<file path="config.mk">
export PLATFORM = sky130hd
export DESIGN_NAME = float_mult_pipelined
export DESIGN_NICKNAME = d
export VERILOG_FILES = /design/src/rtl/float_mult_pipelined.sv
export SDC_FILE = /design/constraint.sdc
export NUM_CORES = 2
export LEC_CHECK = 0
export ABC_CLOCK_PERIOD_IN_PS = 7690
export CAP_MARGIN = 10
export CORE_MARGIN = 2
export CORE_UTILIZATION = 28
export DETAILED_ROUTE_END_ITERATION = 8
export GPL_TIMING_DRIVEN = 0
export SLEW_MARGIN = 20
export SYNTH_ARGS = -nofsm -noshare
export SYNTH_HDL_FRONTEND = slang
export SYNTH_SLANG_ARGS = --single-unit
</file>
<file path="constraint.sdc">
create_clock -name clk -period 7.69 [get_ports clk]
set_clock_uncertainty 0.1 [all_clocks]
set_input_delay 1.9225 -clock clk [delete_from_list [all_inputs] [get_ports clk]]
set_output_delay 1.9225 -clock clk [all_outputs]
set_load 0.05 [all_outputs]
</file>
<file path="src/rtl/float_mult_pipelined.sv">
// Pipelined IEEE-754 style floating-point multiplier (flush-to-zero, round to nearest even).
// Input register, unpack/classify, significand multiply, normalise/round/pack: result 3 cycles after issue.
module float_mult_pipelined #(
    parameter int EXP_W = 8,
    parameter int MAN_W = 23
) (
    input  logic                   clk,
    input  logic                   rst,
    input  logic                   in_valid,
    input  logic [EXP_W+MAN_W:0]   A,
    input  logic [EXP_W+MAN_W:0]   B,
    output logic                   out_valid,
    output logic [EXP_W+MAN_W:0]   result,
    output logic                   overflow,
    output logic                   underflow,
    output logic                   invalid
);
    localparam int W    = 1 + EXP_W + MAN_W;
    localparam int BIAS = (1 << (EXP_W - 1)) - 1;
    localparam int EW   = EXP_W + 2;
    localparam int PW   = 2 * MAN_W + 2;

    localparam logic [EXP_W-1:0]    EXP_ONES = '1;
    localparam logic signed [EW-1:0] EXP_OVF = EW'((1 << EXP_W) - 1);
    localparam logic signed [EW-1:0] EXP_ZERO = '0;

    typedef enum logic [1:0] {
        CLS_FINITE,
        CLS_ZERO,
        CLS_INF,
        CLS_NAN
    } cls_e;

    // Valid pipeline (reset) and data pipeline (not reset).
    logic v0, v1, v2;

    logic [W-1:0]          a_q, b_q;
    logic                  s1_sign;
    logic signed [EW-1:0]  s1_exp;
    logic [MAN_W:0]        s1_ma, s1_mb;
    cls_e                  s1_cls;
    logic                  s2_sign;
    logic signed [EW-1:0]  s2_exp;
    logic [PW-1:0]         s2_prod;
    cls_e                  s2_cls;

    always_ff @(posedge clk) begin
        if (rst) begin
            v0 <= 1'b0;
            v1 <= 1'b0;
            v2 <= 1'b0;
        end else begin
            v0 <= in_valid;
            v1 <= v0;
            v2 <= v1;
        end
    end

    // Stage 1: unpack and classify the registered operands.
    logic [EXP_W-1:0]     ea, eb;
    logic [MAN_W-1:0]     fa, fb;
    logic                 zero_a, zero_b, inf_a, inf_b, nan_a, nan_b;
    logic signed [EW-1:0] s1_exp_d;
    cls_e                 s1_cls_d;

    // NOTE: always_comb uses blocking assignments and gives every output a default
    // before any branch, so no latch can be inferred.
    always_comb begin
        ea       = a_q[W-2:MAN_W];
        eb       = b_q[W-2:MAN_W];
        fa       = a_q[MAN_W-1:0];
        fb       = b_q[MAN_W-1:0];
        zero_a   = (ea == '0);
        zero_b   = (eb == '0);
        inf_a    = (ea == EXP_ONES) && (fa == '0);
        inf_b    = (eb == EXP_ONES) && (fb == '0);
        nan_a    = (ea == EXP_ONES) && (fa != '0);
        nan_b    = (eb == EXP_ONES) && (fb != '0);
        s1_exp_d = EW'(ea) + EW'(eb) - EW'(BIAS);
        s1_cls_d = CLS_FINITE;
        if (nan_a || nan_b || (inf_a && zero_b) || (zero_a && inf_b))
            s1_cls_d = CLS_NAN;
        else if (inf_a || inf_b)
            s1_cls_d = CLS_INF;
        else if (zero_a || zero_b)
            s1_cls_d = CLS_ZERO;
    end

    // NOTE: data registers carry no reset; only the valid bits decide what reaches the output.
    always_ff @(posedge clk) begin
        a_q     <= A;
        b_q     <= B;
        s1_sign <= a_q[W-1] ^ b_q[W-1];
        s1_exp  <= s1_exp_d;
        s1_ma   <= {1'b1, fa};
        s1_mb   <= {1'b1, fb};
        s1_cls  <= s1_cls_d;
        s2_sign <= s1_sign;
        s2_exp  <= s1_exp;
        s2_prod <= PW'(s1_ma) * PW'(s1_mb);
        s2_cls  <= s1_cls;
    end

    // Stage 3: normalise, round to nearest even, renormalise, range-check, pack.
    logic [MAN_W:0]       kept;
    logic                 guard, sticky, round_up;
    logic [MAN_W+1:0]     rounded;
    logic [MAN_W-1:0]     frac;
    logic signed [EW-1:0] exp_n, exp_f;
    logic [W-1:0]         res_d;
    logic                 ovf_d, unf_d, inv_d;

    always_comb begin
        if (s2_prod[PW-1]) begin
            kept   = s2_prod[PW-1:MAN_W+1];
            guard  = s2_prod[MAN_W];
            sticky = |s2_prod[MAN_W-1:0];
            exp_n  = s2_exp + EW'(1);
        end else begin
            kept   = s2_prod[PW-2:MAN_W];
            guard  = s2_prod[MAN_W-1];
            sticky = |s2_prod[MAN_W-2:0];
            exp_n  = s2_exp;
        end
        round_up = guard & (sticky | kept[0]);
        rounded  = {1'b0, kept} + {{(MAN_W+1){1'b0}}, round_up};
        if (rounded[MAN_W+1]) begin
            frac  = rounded[MAN_W:1];
            exp_f = exp_n + EW'(1);
        end else begin
            frac  = rounded[MAN_W-1:0];
            exp_f = exp_n;
        end

        res_d = '0;
        ovf_d = 1'b0;
        unf_d = 1'b0;
        inv_d = 1'b0;
        case (s2_cls)
            CLS_NAN: begin
                res_d = {1'b0, EXP_ONES, 1'b1, {(MAN_W-1){1'b0}}};
                inv_d = 1'b1;
            end
            CLS_INF:  res_d = {s2_sign, EXP_ONES, {MAN_W{1'b0}}};
            CLS_ZERO: res_d = {s2_sign, {(W-1){1'b0}}};
            default: begin
                if (exp_f <= EXP_ZERO) begin
                    res_d = {s2_sign, {(W-1){1'b0}}};
                    unf_d = 1'b1;
                end else if (exp_f >= EXP_OVF) begin
                    res_d = {s2_sign, EXP_ONES, {MAN_W{1'b0}}};
                    ovf_d = 1'b1;
                end else begin
                    res_d = {s2_sign, exp_f[EXP_W-1:0], frac};
                end
            end
        endcase
    end

    // Output registers are forced to zero whenever no valid result is present.
    always_ff @(posedge clk) begin
        if (rst || !v2) begin
            out_valid <= 1'b0;
            result    <= '0;
            overflow  <= 1'b0;
            underflow <= 1'b0;
            invalid   <= 1'b0;
        end else begin
            out_valid <= 1'b1;
            result    <= res_d;
            overflow  <= ovf_d;
            underflow <= unf_d;
            invalid   <= inv_d;
        end
    end
endmodule

</file>
Yosys cells after proc, flatten, opt, wreduce, memory -nomap -nowiden
Cells that the tools add are included.

Add/subtract/negate cells: 5. Multipliers: 1. Divide/modulo/power cells: 0. Magnitude comparators: 2. Eq/ne operators: 5. Shifts and indexed selects: 0. Mux-type cells: 15. Bitwise operators: 3. Reduce and logical (&&, ||, !) cells: 24.

Operators with widths (count): $pmux W32 S3 (1); $mux W31 (2); $mul A24 B24 Y48 (1); $logic_not A23 Y1 (2); $reduce_bool A23 Y1 (2); $add A24 B1 Y25 (1); $mux W24 (1); $mux W23 (1); $reduce_or A23 Y1 (1); $reduce_or A22 Y1 (1); $add A10 B2 Y10 const B (2); $mux W10 (2); $eq A8 B8 Y1 const B (2); $logic_not A8 Y1 (2); $ge A10 B9 Y1 const B (1); $le A10 B1 Y1 const B (1); $sub A9 B7 Y10 const B (1); $add A8 B8 Y9 (1); $mux W1 (8); $logic_and A1 B1 Y1 (6); $logic_or A1 B1 Y1 (6); $reduce_or A5 Y1 (1); $eq A2 B2 Y1 const B (2); $reduce_or A4 Y1 (1); other kinds (6) (6).

Register bits: 223. Bits in latches: 0. Bits in writable memories: 0. ROM bits: 0. Input port bits: 67. Output and inout bits: 36. Memories kept: 0.

Longest topological paths before layout
Word-level depth: 10. Gate-level depth with buffers: 27. Depth with buffers taken out: 25.

Worst setup path before layout
No wires, ideal clock.

Path kind: reg-to-reg. Start point: register s1_ma[11]. End point: register s2_prod[46]. Arrival time: 6770 ps. Path slack: 748 ps. Stages on the path, launching flop included: 25. Clock period less this slack: 6942 ps. Cells stage by stage: dfxtp_1 > clkbuf_1 > nand2_1 > fa_1 > inv_1 > fa_1 > inv_1 > fa_1 > inv_1 > fa_1 > fa_1 > fa_1 > inv_1 > fa_1 > inv_1 > ha_1 > nand2_1 > o21ai_0 > o211ai_1 > a311oi_1 > o2111ai_1 > o31ai_1 > a311oi_1 > o31ai_1 > xor2_1.

Word-level cells in the longest chain between the ends: 1.

Ends and longest elaborated chain: start: declaration (line 40) `logic [MAN_W:0] s1_ma, s1_mb;`; start signal: assignment (line 95) `s1_ma <= {1'b1, fa};`; $mul A24 B24 Y48 (line 100) `s2_prod <= PW'(s1_ma) * PW'(s1_mb);`; end signal: assignment (line 100); end: declaration (line 44) `logic [PW-1:0] s2_prod;`.

No other way between the ends. A chain may end at the register's enable or synchronous reset.

Worst setup path after layout
Start point: register s1_ma[17]. End point: register s2_prod[46].

Same word-level chain as after synthesis.

==> results_dict.tcl <==
set metrics [dict create \
    place_area_um2 28000 \
    end_kind "register" \
    worstSkewPairLatency_ns 0.57 \
    std_cell_rows 110 \
    setup_ws_ns 0.165 \
    maxSlewViolCount 0 \
    grt_usage 0.168 \
    cts.sinks 223 \
    drtPass1Iterations 6 \
    nets 3578 \
    antenna_found_initial 1 \
    yosysMostFrequentCell "inv_1" \
    maxCapViolCount 0 \
    r2r_slack_ns 0.16 \
    regToRegEndpoint "s2_prod[46]" \
    synth_common_cells "inv_1 (569), fa_1 (483), nand2_1 (317)" \
    drcViolationCount 0 \
    status "finished, final reports clean" \
    gr-max-usage-layer "met2" \
    synth_warnings 0 \
    totalWireLength_mm 78.8 \
    syn_inst 2701 \
    path_max_fanout 10 \
    grt_max_degree 16 \
    setup_violations 0 \
    cp.arrival_ns 7.93 \
    rr_worst_depth 24 \
    cts_hold_buf 0 \
    antenna_cells 0 \
    grt_pass1_vias 19300 \
    synth_flop_cell "dfxtp_1" \
    worstMarginPinSlew_ns 0.974 \
    htreeDepth 1 \
    port_buffers 102 \
    cts_tree "yes" \
    synth_area_leaders "fa_1 (38%), dfxtp_1 (17%), ha_1 (9.6%), inv_1 (8.4%), and2_1 (6.4%)" \
    cp.required_ns 8.09 \
    dp_hpwl_mm 64.4 \
    wl_per_cell_um 19.6 \
    max_freq_mhz 133 \
    min_path_type "register to register" \
    die_x_um 306 \
    clockBufferDepth 3 \
    drt_iter0_drc 1189 \
    die_area_um2 93700 \
    rsz0062_at_grt "yes" \
    hold_viol 0 \
    whs_endpoint "s2_exp[6]" \
    synth_seq_cells 223 \
    r2r_start "s1_ma[17]" \
    syn_area_per_cell_um2 9.46 \
    syn_area_um2 25500 \
    vias_per_cell 4.65 \
    clk_pin_slew_worst_paths_ns 0.06 \
    grt-ovfl-total 0 \
    hold_path_startpoint "s1_exp[6]" \
    finalCriticalPeriod_ns 7.53 \
    yosysSeqAreaShare 0.175 \
    min_period_over_period 0.979 \
    yosysTopAreaCell "fa_1" \
    start_util 0.283 \
    die_h_um 306 \
    min_path_cells 0 \
    grt_pass1_wl_mm 118 \
    synth-async-reset-ratio 0 \
    top_level_ports 103 \
    vias 18700 \
    clockRootBuffer "clkbuf_16" \
    pre_cts_slack_ns -1.39 \
    grt.met2_usage 0.279 \
    cts_buffers 25 \
    slew-limit-headroom 0.345 \
    final_cell_area_um2 29400 \
    synth_fp_nets 3446 \
    grt_use_met1 0.206 \
    crit_type "register to register" \
    gr-usage-met3 0.0294 \
    routabilityCongestion 0.955 \
    worstSetupStartpoint "s1_ma[17]" \
    drive_above_1_share 0.0677 \
    syn_to_final_growth_pct 15.1 \
    synthDistinctLibCells 61 \
    synth.top_cell.area_share 0.379 \
    synth-edff-count 0 \
    crit_path_start_kind "register" \
    coreArea_um2 90100 \
    ant_nets 0 \
]
## cells in the final DEF (no fill, tap or decap), types with 33 or more instances in the layout
cell type,count
inv_1,568
fa_1,483
nand2_1,317
and2_1,261
ha_1,193
dfxtp_1,193
clkdlybuf4s50_1,102
a21oi_1,80
nor2_1,68
xnor2_1,67
xor2_1,36
clkbuf_2,33
## cells by family (layout without fill, tap and decap cells)
group | after synthesis | count (layout) | share of synthesized area
xor gates and xnor gates | 103 | 103 | 0.0353
and+or+nand+nor | 786 | 786 | 0.155
buffers and inverters | 686 | 836 | 0.101
AOI/OAI and AO/OA | 208 | 208 | 0.0531
adders and majority gates | 678 | 678 | 0.474
muxes | 17 | 17 | 0.00671
DFF | 223 | 223 | 0.175
## how the worst max path moves through the flow
stage	depth (start not counted)	slack (ns)	endpoint
global placement	23	-1.37	s2_prod[46]
global route	22	-0.09	s2_prod[46]
floorplan	24	0.75	s2_prod[46]
CTS	25	0.003	s2_prod[46]
finish	24	0.16	s2_prod[46]
detailed placement	23	-1.39	s2_prod[46]
## per-stage QoR
stage | utilization | hold WS (ns) | cells | setup TNS (ns)
6_report | 0.326 | 0.220 | 4027 | 0
5_1_grt | 0.326 | 0.223 | 4027 | -0.0943
4_1_cts | 0.324 | 0.218 | 4024 | 0
3_5_place_dp | 0.311 | 0.212 | 3979 | -10.42
3_3_place_gp | 0.311 | 0.212 | 3979 | -10.29
2_1_floorplan | - | 0.210 | 2701 | 0
## final cells by class
cell class	count	area [µm²]
clock inverters	15	220
clock buffers	30	674
well taps	1176	1470
inverters	571	2150
flip-flops and latches	223	4530
multi-input cells	1792	18600
plain buffers	112	719
fillers	9190	60700
repair buffers	108	1070
## state kept, by name, indices dropped and copies added, names as in the netlist, 10 cells and up
signal   count
b_q         32
result      32
s1_ma       23
a_q         32
s1_exp      10
s2_prod     48
s1_mb       23
s2_exp      10
## critical path, cell delays in order (launching register included)
cell and delay [ns]:
dfxtp_4 0.46, clkbuf_8 0.24, and2_1 0.18, fa_1 0.47
fa_1 0.56, inv_1 0.06, fa_1 0.51, fa_1 0.52
inv_1 0.06, fa_1 0.53, fa_1 0.51, inv_1 0.05
fa_1 0.49, inv_1 0.06, ha_2 0.38, and3_2 0.25
and3_1 0.19, o211ai_1 0.20, a311oi_4 0.31, buf_6 0.18
o2111ai_4 0.17, o31ai_4 0.32, a311oi_1 0.18, o31ai_1 0.30
xor2_1 0.18
## repair_timing
| action | in CTS | in global routing |
|---|---|---|
| setup endpoints to repair | 19 | 9 |
| buffers inserted | 2 | 4 |
| pin swaps | 2 | 5 |
| hold endpoints to repair | 0 | 0 |
| gates resized for setup | 147 | 103 |
## layer usage
metal  vias up  part of all wire
li1       8413                 -
met1      9338              0.39
met2       777              0.47
met3       203             0.076
met4         0             0.066
met5         -                 0
Power is not shown: default switching activity piles up to over one toggle a cycle in this logic, so the estimate is an artifact.
